[src/rtl/axi4mm_write_master.sv]
// axi4mm_write_master
//   Issues one complete AXI4 write transaction (AW, W burst, B) per accepted
//   command. FIXED, INCR and WRAP bursts are supported. Illegal commands are
//   rejected with a cmd_err pulse and cause no bus activity. One transaction
//   may be outstanding at a time.
//
// Ports
//   aclk, aresetn                 clock, asynchronous active-low reset
//   cmd_valid/ready, cmd_addr,
//   cmd_len, cmd_burst            burst command from the channel controller
//   s_data, s_strb, s_valid/ready beat stream, passed straight through to W
//   aw*                           AXI write address channel
//   w*                            AXI write data channel
//   bid, bresp, bvalid, bready    AXI write response channel
//   done                          one-cycle pulse after the B handshake
//   status                        bresp of last transaction, SLVERR on ID mismatch
//   cmd_err                       one-cycle pulse after a rejected command
module axi4mm_write_master #(
  parameter int DATA_WIDTH = 32,
  parameter int ADDR_WIDTH = 20,
  parameter int ID_WIDTH   = 2
) (
  input  logic                    aclk,
  input  logic                    aresetn,
  input  logic                    cmd_valid,
  output logic                    cmd_ready,
  input  logic [ADDR_WIDTH-1:0]   cmd_addr,
  input  logic [7:0]              cmd_len,
  input  logic [1:0]              cmd_burst,
  input  logic [DATA_WIDTH-1:0]   s_data,
  input  logic [DATA_WIDTH/8-1:0] s_strb,
  input  logic                    s_valid,
  output logic                    s_ready,
  output logic                    awvalid,
  input  logic                    awready,
  output logic [ID_WIDTH-1:0]     awid,
  output logic [ADDR_WIDTH-1:0]   awaddr,
  output logic [7:0]              awlen,
  output logic [2:0]              awsize,
  output logic [1:0]              awburst,
  output logic                    wvalid,
  input  logic                    wready,
  output logic                    wlast,
  output logic [DATA_WIDTH-1:0]   wdata,
  output logic [DATA_WIDTH/8-1:0] wstrb,
  input  logic [ID_WIDTH-1:0]     bid,
  input  logic [1:0]              bresp,
  input  logic                    bvalid,
  output logic                    bready,
  output logic                    done,
  output logic [1:0]              status,
  output logic                    cmd_err
);

  localparam int         BYTES = DATA_WIDTH / 8;
  localparam logic [2:0] SIZE  = 3'($clog2(BYTES));

  typedef enum logic [1:0] {S_IDLE, S_ADDR, S_DATA, S_RESP} state_t;

  state_t                r_state;
  state_t                w_state_next;
  logic [ADDR_WIDTH-1:0] r_awaddr;
  logic [7:0]            r_awlen;
  logic [1:0]            r_awburst;
  logic [7:0]            r_beat_cnt;
  logic [ID_WIDTH-1:0]   r_txn_cnt;
  logic [1:0]            r_status;
  logic                  r_done;
  logic                  r_cmd_err;
  logic                  r_cmd_ready;

  logic        w_cmd_fire;
  logic        w_aw_fire;
  logic        w_w_fire;
  logic        w_b_fire;
  logic        w_last_beat;
  logic        w_wvalid;
  logic        w_misaligned;
  logic        w_wrap_bad;
  logic        w_fixed_bad;
  logic        w_incr_bad;
  logic        w_illegal;
  logic [31:0] w_incr_end;

  // r_cmd_ready is only ever high in IDLE, so it doubles as the IDLE qualifier.
  assign w_cmd_fire  = cmd_valid && r_cmd_ready;
  assign w_aw_fire   = (r_state == S_ADDR) && awready;
  assign w_w_fire    = w_wvalid && wready;
  assign w_b_fire    = (r_state == S_RESP) && bvalid;
  assign w_last_beat = (r_beat_cnt == r_awlen);

  // Command legality checks.
  assign w_incr_end   = 32'(cmd_addr[11:0]) + ((32'(cmd_len) + 32'd1) * 32'(BYTES));
  assign w_misaligned = (cmd_addr & ADDR_WIDTH'(BYTES - 1)) != '0;
  assign w_wrap_bad   = (cmd_burst == 2'd2) &&
                        !((cmd_len == 8'd1) || (cmd_len == 8'd3) ||
                          (cmd_len == 8'd7) || (cmd_len == 8'd15));
  assign w_fixed_bad  = (cmd_burst == 2'd0) && (cmd_len > 8'd15);
  assign w_incr_bad   = (cmd_burst == 2'd1) && (w_incr_end > 32'd4096);
  assign w_illegal    = (cmd_burst == 2'd3) || w_misaligned || w_wrap_bad ||
                        w_fixed_bad || w_incr_bad;

  // State register
  always_ff @(posedge aclk or negedge aresetn) begin
    if (!aresetn) r_state <= S_IDLE;
    else          r_state <= w_state_next;
  end

  // Next-state logic
  always_comb begin
    w_state_next = r_state;
    case (r_state)
      S_IDLE: if (w_cmd_fire && !w_illegal)  w_state_next = S_ADDR;
      S_ADDR: if (w_aw_fire)                 w_state_next = S_DATA;
      S_DATA: if (w_w_fire && w_last_beat)   w_state_next = S_RESP;
      S_RESP: if (bvalid)                    w_state_next = S_IDLE;
      default:                               w_state_next = S_IDLE;
    endcase
  end

  // Output logic: W is a pure passthrough gated by the DATA state.
  always_comb begin
    w_wvalid = (r_state == S_DATA) && s_valid;
    wvalid   = w_wvalid;
    s_ready  = (r_state == S_DATA) && wready;
    wlast    = w_wvalid && w_last_beat;
    awvalid  = (r_state == S_ADDR);
    bready   = (r_state == S_RESP);
  end

  // Datapath registers
  always_ff @(posedge aclk or negedge aresetn) begin
    if (!aresetn) begin
      r_awaddr    <= '0;
      r_awlen     <= '0;
      r_awburst   <= '0;
      r_beat_cnt  <= '0;
      r_txn_cnt   <= '0;
      r_status    <= '0;
      r_done      <= 1'b0;
      r_cmd_err   <= 1'b0;
      r_cmd_ready <= 1'b0;
    end else begin
      r_done    <= w_b_fire;
      r_cmd_err <= w_cmd_fire && w_illegal;
      // Held low during the done cycle so the next command lands after done.
      r_cmd_ready <= (w_state_next == S_IDLE) && !w_b_fire;
      if (w_cmd_fire && !w_illegal) begin
        r_awaddr  <= cmd_addr;
        r_awlen   <= cmd_len;
        r_awburst <= cmd_burst;
      end
      if (w_aw_fire)     r_beat_cnt <= '0;
      else if (w_w_fire) r_beat_cnt <= r_beat_cnt + 8'd1;
      if (w_b_fire) begin
        r_status  <= (bid == r_txn_cnt) ? bresp : 2'b10;
        r_txn_cnt <= r_txn_cnt + 1'b1;
      end
    end
  end

  assign cmd_ready = r_cmd_ready;
  assign awid      = r_txn_cnt;
  assign awaddr    = r_awaddr;
  assign awlen     = r_awlen;
  assign awsize    = SIZE;
  assign awburst   = r_awburst;
  assign wdata     = s_data;
  assign wstrb     = s_strb;
  assign done      = r_done;
  assign status    = r_status;
  assign cmd_err   = r_cmd_err;

endmodule

[config.mk]
export PLATFORM = sky130hd
export DESIGN_NAME = axi4mm_write_master
export DESIGN_NICKNAME = d
export VERILOG_FILES = /design/src/rtl/axi4mm_write_master.sv
export SDC_FILE = /design/constraint.sdc
export NUM_CORES = 1
export LEC_CHECK = 0
export CELL_PAD_IN_SITES_DETAIL_PLACEMENT = 1
export CELL_PAD_IN_SITES_GLOBAL_PLACEMENT = 1
export CORE_MARGIN = 2
export CORE_UTILIZATION = 27
export DETAILED_ROUTE_END_ITERATION = 8
export PLACE_DENSITY_LB_ADDON = 0.1
export SLEW_MARGIN = 15
export SYNTH_ARGS = -nofsm -noshare
export SYNTH_HDL_FRONTEND = slang
export SYNTH_SLANG_ARGS = --single-unit
[constraint.sdc]
create_clock -name aclk -period 1.64 [get_ports aclk]
set_input_delay 0.246 -clock aclk [delete_from_list [all_inputs] [get_ports aclk]]
set_output_delay 0.246 -clock aclk [all_outputs]
set_load 0.005 [all_outputs]
==> results of run 1 <==
path summary, 6_finish.rpt:
path / start / end
min: cmd_len[1] / awlen[1]
max in group asynchronous: aresetn / awaddr[10]
min in group asynchronous: aresetn / r_beat_cnt[0]
max: cmd_len[0] / awlen[4]
min reg2reg: awaddr[10] / awaddr[10]
max reg2reg: cmd_ready / awlen[4]
worst reg2reg max path, stage by stage (launching register included):
cell and delay (ps):
sky130_fd_sc_hd__dfrtp_1 340, sky130_fd_sc_hd__nand2_1 80, sky130_fd_sc_hd__or3_1 320, sky130_fd_sc_hd__a211o_1 310
sky130_fd_sc_hd__a21oi_1 260, sky130_fd_sc_hd__a31oi_4 80, sky130_fd_sc_hd__buf_6 170, sky130_fd_sc_hd__buf_16 140
sky130_fd_sc_hd__mux2_4 290
state kept, by name, summed over array words and instances (netlist names):
name        cells
cmd_ready       1
status          2
awid            2
r_beat_cnt      8
r_state         2
awlen           8
awburst         2
awaddr         20
done            1
cmd_err         1
synthesized netlist by cell type, types with 2 or more instances:
library cell and number:
sky130_fd_sc_hd__ha_1 13, sky130_fd_sc_hd__a21o_1 3, sky130_fd_sc_hd__xnor2_1 16, sky130_fd_sc_hd__mux2i_1 3, sky130_fd_sc_hd__nor2b_1 8, sky130_fd_sc_hd__mux2_2 2
sky130_fd_sc_hd__o21ai_0 3, sky130_fd_sc_hd__nor2_1 15, sky130_fd_sc_hd__buf_6 3, sky130_fd_sc_hd__and3b_1 2, sky130_fd_sc_hd__nand3_1 12, sky130_fd_sc_hd__conb_1 2
sky130_fd_sc_hd__clkbuf_1 3, sky130_fd_sc_hd__buf_4 39, sky130_fd_sc_hd__o22ai_1 3, sky130_fd_sc_hd__nand2_1 9, sky130_fd_sc_hd__nand4_1 6, sky130_fd_sc_hd__nor4_1 2
sky130_fd_sc_hd__mux2_4 25, sky130_fd_sc_hd__a211oi_1 2, sky130_fd_sc_hd__nor3_1 4, sky130_fd_sc_hd__dfrtp_1 47, sky130_fd_sc_hd__and2_1 8, sky130_fd_sc_hd__o21a_1 2
sky130_fd_sc_hd__a21oi_1 12, sky130_fd_sc_hd__a211o_1 2, sky130_fd_sc_hd__and3_1 5, sky130_fd_sc_hd__xor2_1 10, sky130_fd_sc_hd__nand2b_1 4, sky130_fd_sc_hd__inv_1 7
metal layers:
layer  vias to the layer above  share of wire (%)
met1                      1236                 44
met4                         0                1.6
met3                        16                2.8
met2                        51                 52
met5                         -                  0
li1                       1233                  -
metrics by stage:
stage | util (%) | setup WS [ps] | std cells | instance area [µm²]
floorplan | - | -1269 | 291 | 3171
global placement | 38.66 | -2128 | 544 | 4395
detailed placement | 38.66 | -2135 | 544 | 4395
CTS | 43.70 | -1329 | 565 | 4969
global route | 44.05 | -1404 | 566 | 5009
finish | 44.05 | -1306 | 566 | 5009
power by group through the flow:
stage / clock network [µW] / registers, µW / logic (µW)
final: 1310 / 1660 / 2240
after global routing: 1390 / 1700 / 2440
after CTS: 1350 / 1660 / 2250
after detailed placement: 0 / 1680 / 2130
after global placement: 0 / 1670 / 2100
after floorplan: 0 / 1720 / 901
layout make-up:
type	instances	area share (%)
multi-input cells	190	37.27
repair buffers	171	31.38
flip-flops and latches	47	23.48
well taps	143	3.572
clock buffers	6	2.573
clock inverters	2	1.199
inverters	7	0.5246
cells by family (layout without fill, tap and decap cells):
| group | Yosys count | count (layout) | share of synthesized area [%] |
|---|---|---|---|
| fa+ha+maj | 14 | 14 | 5.857 |
| mux | 30 | 30 | 13.72 |
| flops | 47 | 47 | 37.71 |
| buf+inv | 54 | 186 | 11.95 |
| xor+xnor | 26 | 26 | 7.300 |
| simple gates | 78 | 78 | 13.32 |
| other cells | 2 | 3 | 0.2408 |
| compound gates | 39 | 39 | 9.908 |
timing repair:
action                     4_1_cts  5_1_grt
setup endpoints to repair       38       38
resized for setup               84       13
hold buffers                     1        0
cloned                           3        0
pin swaps                       26       17
buffers inserted                 9        3
hold endpoints to repair        16        0
==> run summary, run 1 <==
The cell family with the largest share of critical-path delay is compound AO/OA/AOI/OAI gates. The worst-case headroom to the max-slew limit was 63.74%. Cell with the largest stage delay on the worst path: sky130_fd_sc_hd__a2111oi_4. The H-tree generated during clock tree synthesis spans 2 levels. Summed over all failing endpoints, the final setup total negative slack is -40670 ps.

The root buffer cell chosen for the clock tree is sky130_fd_sc_hd__clkbuf_16. The first global-routing pass estimated 14.81 mm of wire. The all-layer global routing usage was 14.80%; the detailed-route vias per instance was 4.481. The signal on the critical path passes through buf_8 -> ha_4 -> buf_6 -> xor2_2 -> ha_1 -> a21o_1 -> a221oi_4 -> mux2_4 -> a2111oi_4 -> a31oi_4 -> buf_6 -> buf_16 -> mux2_4. Largest area contributor in the synthesized netlist: sky130_fd_sc_hd__dfrtp_1. The run gives 26.59% as the met2 capacity usage during global routing. For the worst IR drop on VDD, the log shows 0.0004958 V. Number of placement rows: 39.

The critical path in this run is classified as in -> reg. The final-layout fill cell count was 1273; the clock-pin transition on the worst setup and hold timing paths was 60 ps. After synthesis, the cell types taking the most area are sky130_fd_sc_hd__dfrtp_1, sky130_fd_sc_hd__mux2_4, sky130_fd_sc_hd__buf_4. The number of I/O port buffers works out to 82. The critical path crosses 13 cells after its start point.

Yosys mapped a number of flops with a built-in enable equal to 0. In this run the power density over the cells is 1040 nW/µm². Dividing the final minimum period by the clock period gives 179.6%. The die height was 111.5 µm; the transition time of the tightest slew-check pin was 530.2 ps. The multi-input gate area in the final layout was 1867 µm². For this run, the leading register cell type out of synthesis is sky130_fd_sc_hd__dfrtp_1.

The total wire length was 8.991 mm; the antenna diode count was 0. For the floorplan die area, the log shows 12430 µm². Together, buffers and inverters on the worst path number 4.

The tools report the sequential area share after synthesis as 37.71%. Setup repair after global routing could not meet its margin everywhere. The logs give 0 for the count of warnings emitted by yosys and 47 for the number of sinks driven by the clock tree. 158 I/O pins were placed. The number of synthesized register bits is 47. In the global route stage, met3 resource usage came out at 2.123%. For the via count of the first global-routing pass, the log shows 2915.

In this run, the combinational gates consume 43.1% of the power. On the worst path, the slowest cell contributes a delay of 360 ps. The run gives -1306 ps as the worst-case setup margin in the final layout.

Average size of a mapped cell: 10.76 µm². The part of the power in registers was 31.9%. The worst hold path depth was 3. The worst path needs 2946 ps of the cycle, external delays included. For this run, the top clock speed supported by timing is 339.4 MHz. The fraction of power spent switching nets is 27.76%, and the final net count is 513.

For the worst setup path, the data arrival time is 3120 ps. The initial antenna violation count is 0. The worst clock skew came out at 4.540 ps. Routability-driven placement finished with a final weighted congestion of 0.7541. The setup check on the worst reg-to-reg path leaves a slack of -460 ps.

The design draws 5210 µW. The run gives 306.8 ps as the final worst hold slack. The final number of max-transition violations is 0, and the leakage power summed over all cells is 0.002350 µW.

Max-capacitance violation count: 0. The most common cell after layout, fill and taps aside was sky130_fd_sc_hd__buf_4. The kind of launch point of the worst setup path is an input port. The number of nets with antenna violations after detailed routing came out at 0.

The flow ran to the end, but the final reports show violations. For the worst setup path, the data required time is 1810 ps. In the layout the commonest cells are sky130_fd_sc_hd__buf_4, sky130_fd_sc_hd__clkdlybuf4s50_1, sky130_fd_sc_hd__dfrtp_1.

In this run the worst path has a maximum fanout of 6. The run gives 4 as the number of iterations in the first detailed-routing pass. The synthesized instance count is 290, and the number of cells on the worst reg-to-reg path is 8. The die extent in x was 111.5 µm; the share of async-settable or async-resettable flops after synthesis was 100.0%.

For the post-route DRC violation count, the log shows 0. The post-route netlist has 40.19% of its cells at a drive strength greater than 1. The tools report the unique cell type count in the Yosys netlist as 48. Detailed placer's ending HPWL: 7.038 mm. The tools report the first-iteration detailed-routing DRC count as 51. The initial utilization of the core area, before any placement, comes to 27.43%. The logs give 34 for the setup violation total in the final timing report and 1446 µW for the switching power. TritonCTS built the clock tree. The path class of the tightest hold or removal check is in -> reg. For the hold violation count in the final report, the log shows 0. The mapped netlist covers 3119 µm². Top-area cell type share of the netlist area: 37.71%. The area growth from synthesis to layout came out at 60.57%. The overall via count from detail_route was 2536. The average routed wire per standard cell is 15.89 µm. Cell-internal power: 3764 µW. The final reports fail on setup timing. Global routing used 18.35% of the available met1 tracks. Summing all flip-flop and latch instances after layout gives 1176 µm². After floorplanning, the core was sized to cover 11370 µm². The maximum number of pins on one net before global-route repair was 32.

Counting the buffers created by CTS gives 5. The tools report the clock insertion delay at the later pin of the skew report as 290 ps. The clock network fraction of design power is 25.1%. In this run the deepest clock path goes through 2 buffers. The tools report the sum of overflow across all layers after global routing as 0.

The global routing stage identified its most utilized layer as met2. The worst setup path is captured at a register.
No activity file was read; power rests on OpenSTA's default activity.
==> run 2: changes to the inputs <==
- CORE_UTILIZATION: 27 -> 30
- SETUP_SLACK_MARGIN: not set -> 0.2
- clock period: 1.64 -> 3.3 ns (I/O delays scaled with it)
==> run 2 against run 1 <==
Effect of this change: the flow now finishes without violations; critical endpoint is now awaddr[19]; sequential share of layout area grew 1.5 points; critical path type unchanged; critical path depth is the same; clock-buffer cell count is the same.
==> run summary, run 2 (synthesis results as in run 1) <==
The run gives 5 (unchanged) as the number of CTS-inserted buffers. The max-capacitance violation count is 0 (unchanged). The routing usage on met1 was 21.16% (was 18.35%); the clock network fraction of design power was 22.2% (was 25.1%). The number of cells on the worst reg-to-reg path is 8 (unchanged), and the overall via count from detail_route is 2435 (was 2536). The detailed-route vias per instance is 4.594 (was 4.481). The minimum clock period after layout is 3202 ps.

Number of iterations in the first detailed-routing pass: 4 (unchanged). Clock root buffer: sky130_fd_sc_hd__clkbuf_8 (was sky130_fd_sc_hd__clkbuf_16). The clock-pin transition on the worst setup and hold timing paths is 100 ps (was 60 ps), and the deepest level of the CTS H-tree is 2 (unchanged).

The met2 capacity usage during global routing is 28.57% (was 26.59%), and the flip-flop count of the largest register, all copies and words added is 20 (unchanged). The worst IR drop on VDD is 0.0001889 V (was 0.0004958 V). The detailed placer's ending HPWL was 6.533 mm (was 7.038 mm). The area growth from synthesis to layout was 50.70% (was 60.57%); the worst clock skew was 12.03 ps (was 4.540 ps). Transition time of the tightest slew-check pin: 818.8 ps (was 530.2 ps). The number of I/O port buffers is 82 (unchanged). The all-layer global routing usage came out at 16.25% (was 14.80%). The tools report the number of placed cells counting well taps as 506 (was 544). The type of the tightest min-delay check was in -> async (was in -> reg). The run gives 3390 ps (was 3120 ps) as the arrival time of data at the critical path endpoint. Biggest cell delay along the critical path: 370 ps (was 360 ps). The cell with the most instances on the worst path was sky130_fd_sc_hd__mux2_4. The cell family with the largest share of critical-path delay is compound AO/OA/AOI/OAI gates (unchanged). The flow ran to the end, and the final reports show no timing, DRC or antenna violations. The tools report the total wire length as 8.844 mm (was 8.991 mm). The tools report the global-route met3 utilization as 2.514% (was 2.123%). Type of element capturing the critical path: a register (unchanged). The kind of critical path was in -> reg (unchanged).

The run gives 0 (unchanged) as the post-route DRC violation count. The run gives 0 (unchanged) as the antenna diode count. The fraction of power spent switching nets came out at 29.25% (was 27.76%). The most used routing layer is met2 (unchanged). The run gives 1637 µW (was 3764 µW) as the cell-internal power. The final clock period utilization by the worst path works out to 97.05%. The run gives 0 (unchanged) as the sum of overflow across all layers after global routing.

The average routed wire per standard cell was 16.69 µm (was 15.89 µm); the weighted congestion at the end of routability-driven global placement was 0.7687 (was 0.7541). The final net count is 484 (was 513). First-iteration detailed-routing DRC count: 58 (was 51). The die height works out to 106.0 µm (was 111.5 µm).

Endpoint required time on the critical path: 3490 ps (was 1810 ps). TritonCTS built the clock tree. The count of cell instances traversed by the critical path was 13 (unchanged); the total chip power was 2314 µW (was 5210 µW). Setup repair after global routing could not meet its margin everywhere. Commonest non-fill, non-tap cells in the layout: sky130_fd_sc_hd__clkdlybuf4s50_1, sky130_fd_sc_hd__buf_4, sky130_fd_sc_hd__dfrtp_1 (was sky130_fd_sc_hd__buf_4, sky130_fd_sc_hd__clkdlybuf4s50_1, sky130_fd_sc_hd__dfrtp_1). The worst-case headroom to the max-slew limit was 45.41% (was 63.74%).

Initial antenna violation count: 0 (unchanged). The proportion of layout cells with a drive suffix above 1 was 32.74% (was 40.19%); the final cell count without fillers was 530 (was 566). The number of primary I/O pins came out at 158 (unchanged).

The run gives 0 (was 1) as the count of hold buffers inserted by post-cts repair. The logs give 37 (was 39) for the number of placement rows and 0 (unchanged) for the final number of max-transition violations. The maximum number of pins on one net before global-route repair was 35 (was 32). The kind of launch point of the worst setup path is an input port (unchanged). The tools report the clock insertion delay at the later pin of the skew report as 310 ps (was 290 ps). The total power divided by cell area was 492.3 nW/µm² (was 1040 nW/µm²). The setup violation total in the final timing report was 0 (was 34). The logs give 676.8 µW (was 1446 µW) for the switching power and 312.3 MHz for the highest achievable clock rate. Critical path cell sequence: buf_8 -> ha_4 -> buf_6 -> xor2_2 -> ha_1 -> a21o_1 -> a221oi_4 -> mux2_4 -> a2111oi_4 -> a31oi_4 -> buf_12 -> buf_16 -> mux2_4 (was buf_8 -> ha_4 -> buf_6 -> xor2_2 -> ha_1 -> a21o_1 -> a221oi_4 -> mux2_4 -> a2111oi_4 -> a31oi_4 -> buf_6 -> buf_16 -> mux2_4). The combinational power share is 40.5% (was 43.1%), and the worst path buffer plus inverter count is 4 (unchanged). For the share of the core filled with cells in the final layout, the log shows 45.95% (was 44.05%). The hold violation count in the final report was 0 (unchanged); the initial core utilization was 30.49% (was 27.43%). The run gives 10230 µm² (was 11370 µm²) as the placeable core region.

The run gives 47 (unchanged) as the number of sinks driven by the clock tree. The final worst hold slack came out at 278.7 ps (was 306.8 ps). The leakage power summed over all cells is 0.002154 µW (was 0.002350 µW), and the floorplan die area is 11230 µm² (was 12430 µm²).

The run gives 14.37 mm (was 14.81 mm) as the first-pass GRT wire length. The run gives 0 ps (was -40670 ps) as the setup TNS. The tools report the maximum clock insertion buffer count as 2 (unchanged).

The part of the power in registers was 37.3% (was 31.9%). Number of nets with antenna violations after detailed routing: 0 (unchanged). Cell with the largest stage delay on the worst path: sky130_fd_sc_hd__a221oi_4 (was sky130_fd_sc_hd__a2111oi_4). The largest fanout on the critical path works out to 6 (unchanged). The most common cell after layout, fill and taps aside is sky130_fd_sc_hd__clkdlybuf4s50_1 (was sky130_fd_sc_hd__buf_4).

Via count of the first global-routing pass: 2686 (was 2915). The die extent in x works out to 106.0 µm (was 111.5 µm).
[run 2: area by class of cell]
| cell class | count | area [µm²] |
|---|---|---|
| sequential | 47 | 1176 |
| inverter | 7 | 26.28 |
| multi-input combinational | 190 | 1824 |
| tap | 136 | 170.2 |
| clock inverter | 2 | 60.06 |
| clock buffer | 6 | 72.57 |
| fill | 1098 | 5530 |
| timing repair buffer | 142 | 1371 |
[run 2: worst paths after layout]
check / from / end / slack, ps
setup reg to reg: cmd_ready / awaddr[19] / 1140
min in group aclk: awaddr[0] / awaddr[0] / 500
hold / removal: aresetn / status[1] / 280
max in group asynchronous: aresetn / awaddr[9] / 2310
setup / recovery: cmd_len[0] / awaddr[19] / 100
hold reg to reg: awaddr[0] / awaddr[0] / 500
[run 2: per-layer routing]
layer	part of all wire, %	routed length, µm
met3	2.4	208
met5	0	0
met2	53	4682
met4	0.80	71
met1	44	3881
[run 2: power groups by stage]
stage,sequential (µW),combinational [µW],clock [µW]
after floorplan,853,443,0
after global placement,873,875,0
after detailed placement,878,891,0
after CTS,868,940,518
after global routing,890,1010,550
final,864,937,513
[run 2: repair_timing]
action,in CTS,in global routing
gates resized for setup,65,9
endpoints found under the setup margin,33,31
setup buffers,12,1
pin swaps,22,12
gates cloned,3,0
[run 2: per-stage QoR]
stage	setup WS [ps]	area (µm²)
2_1_floorplan	140.9	3166
3_3_place_gp	-735.2	4138
3_5_place_dp	-757.3	4138
4_1_cts	83.25	4647
5_1_grt	13.10	4701
6_report	97.51	4701
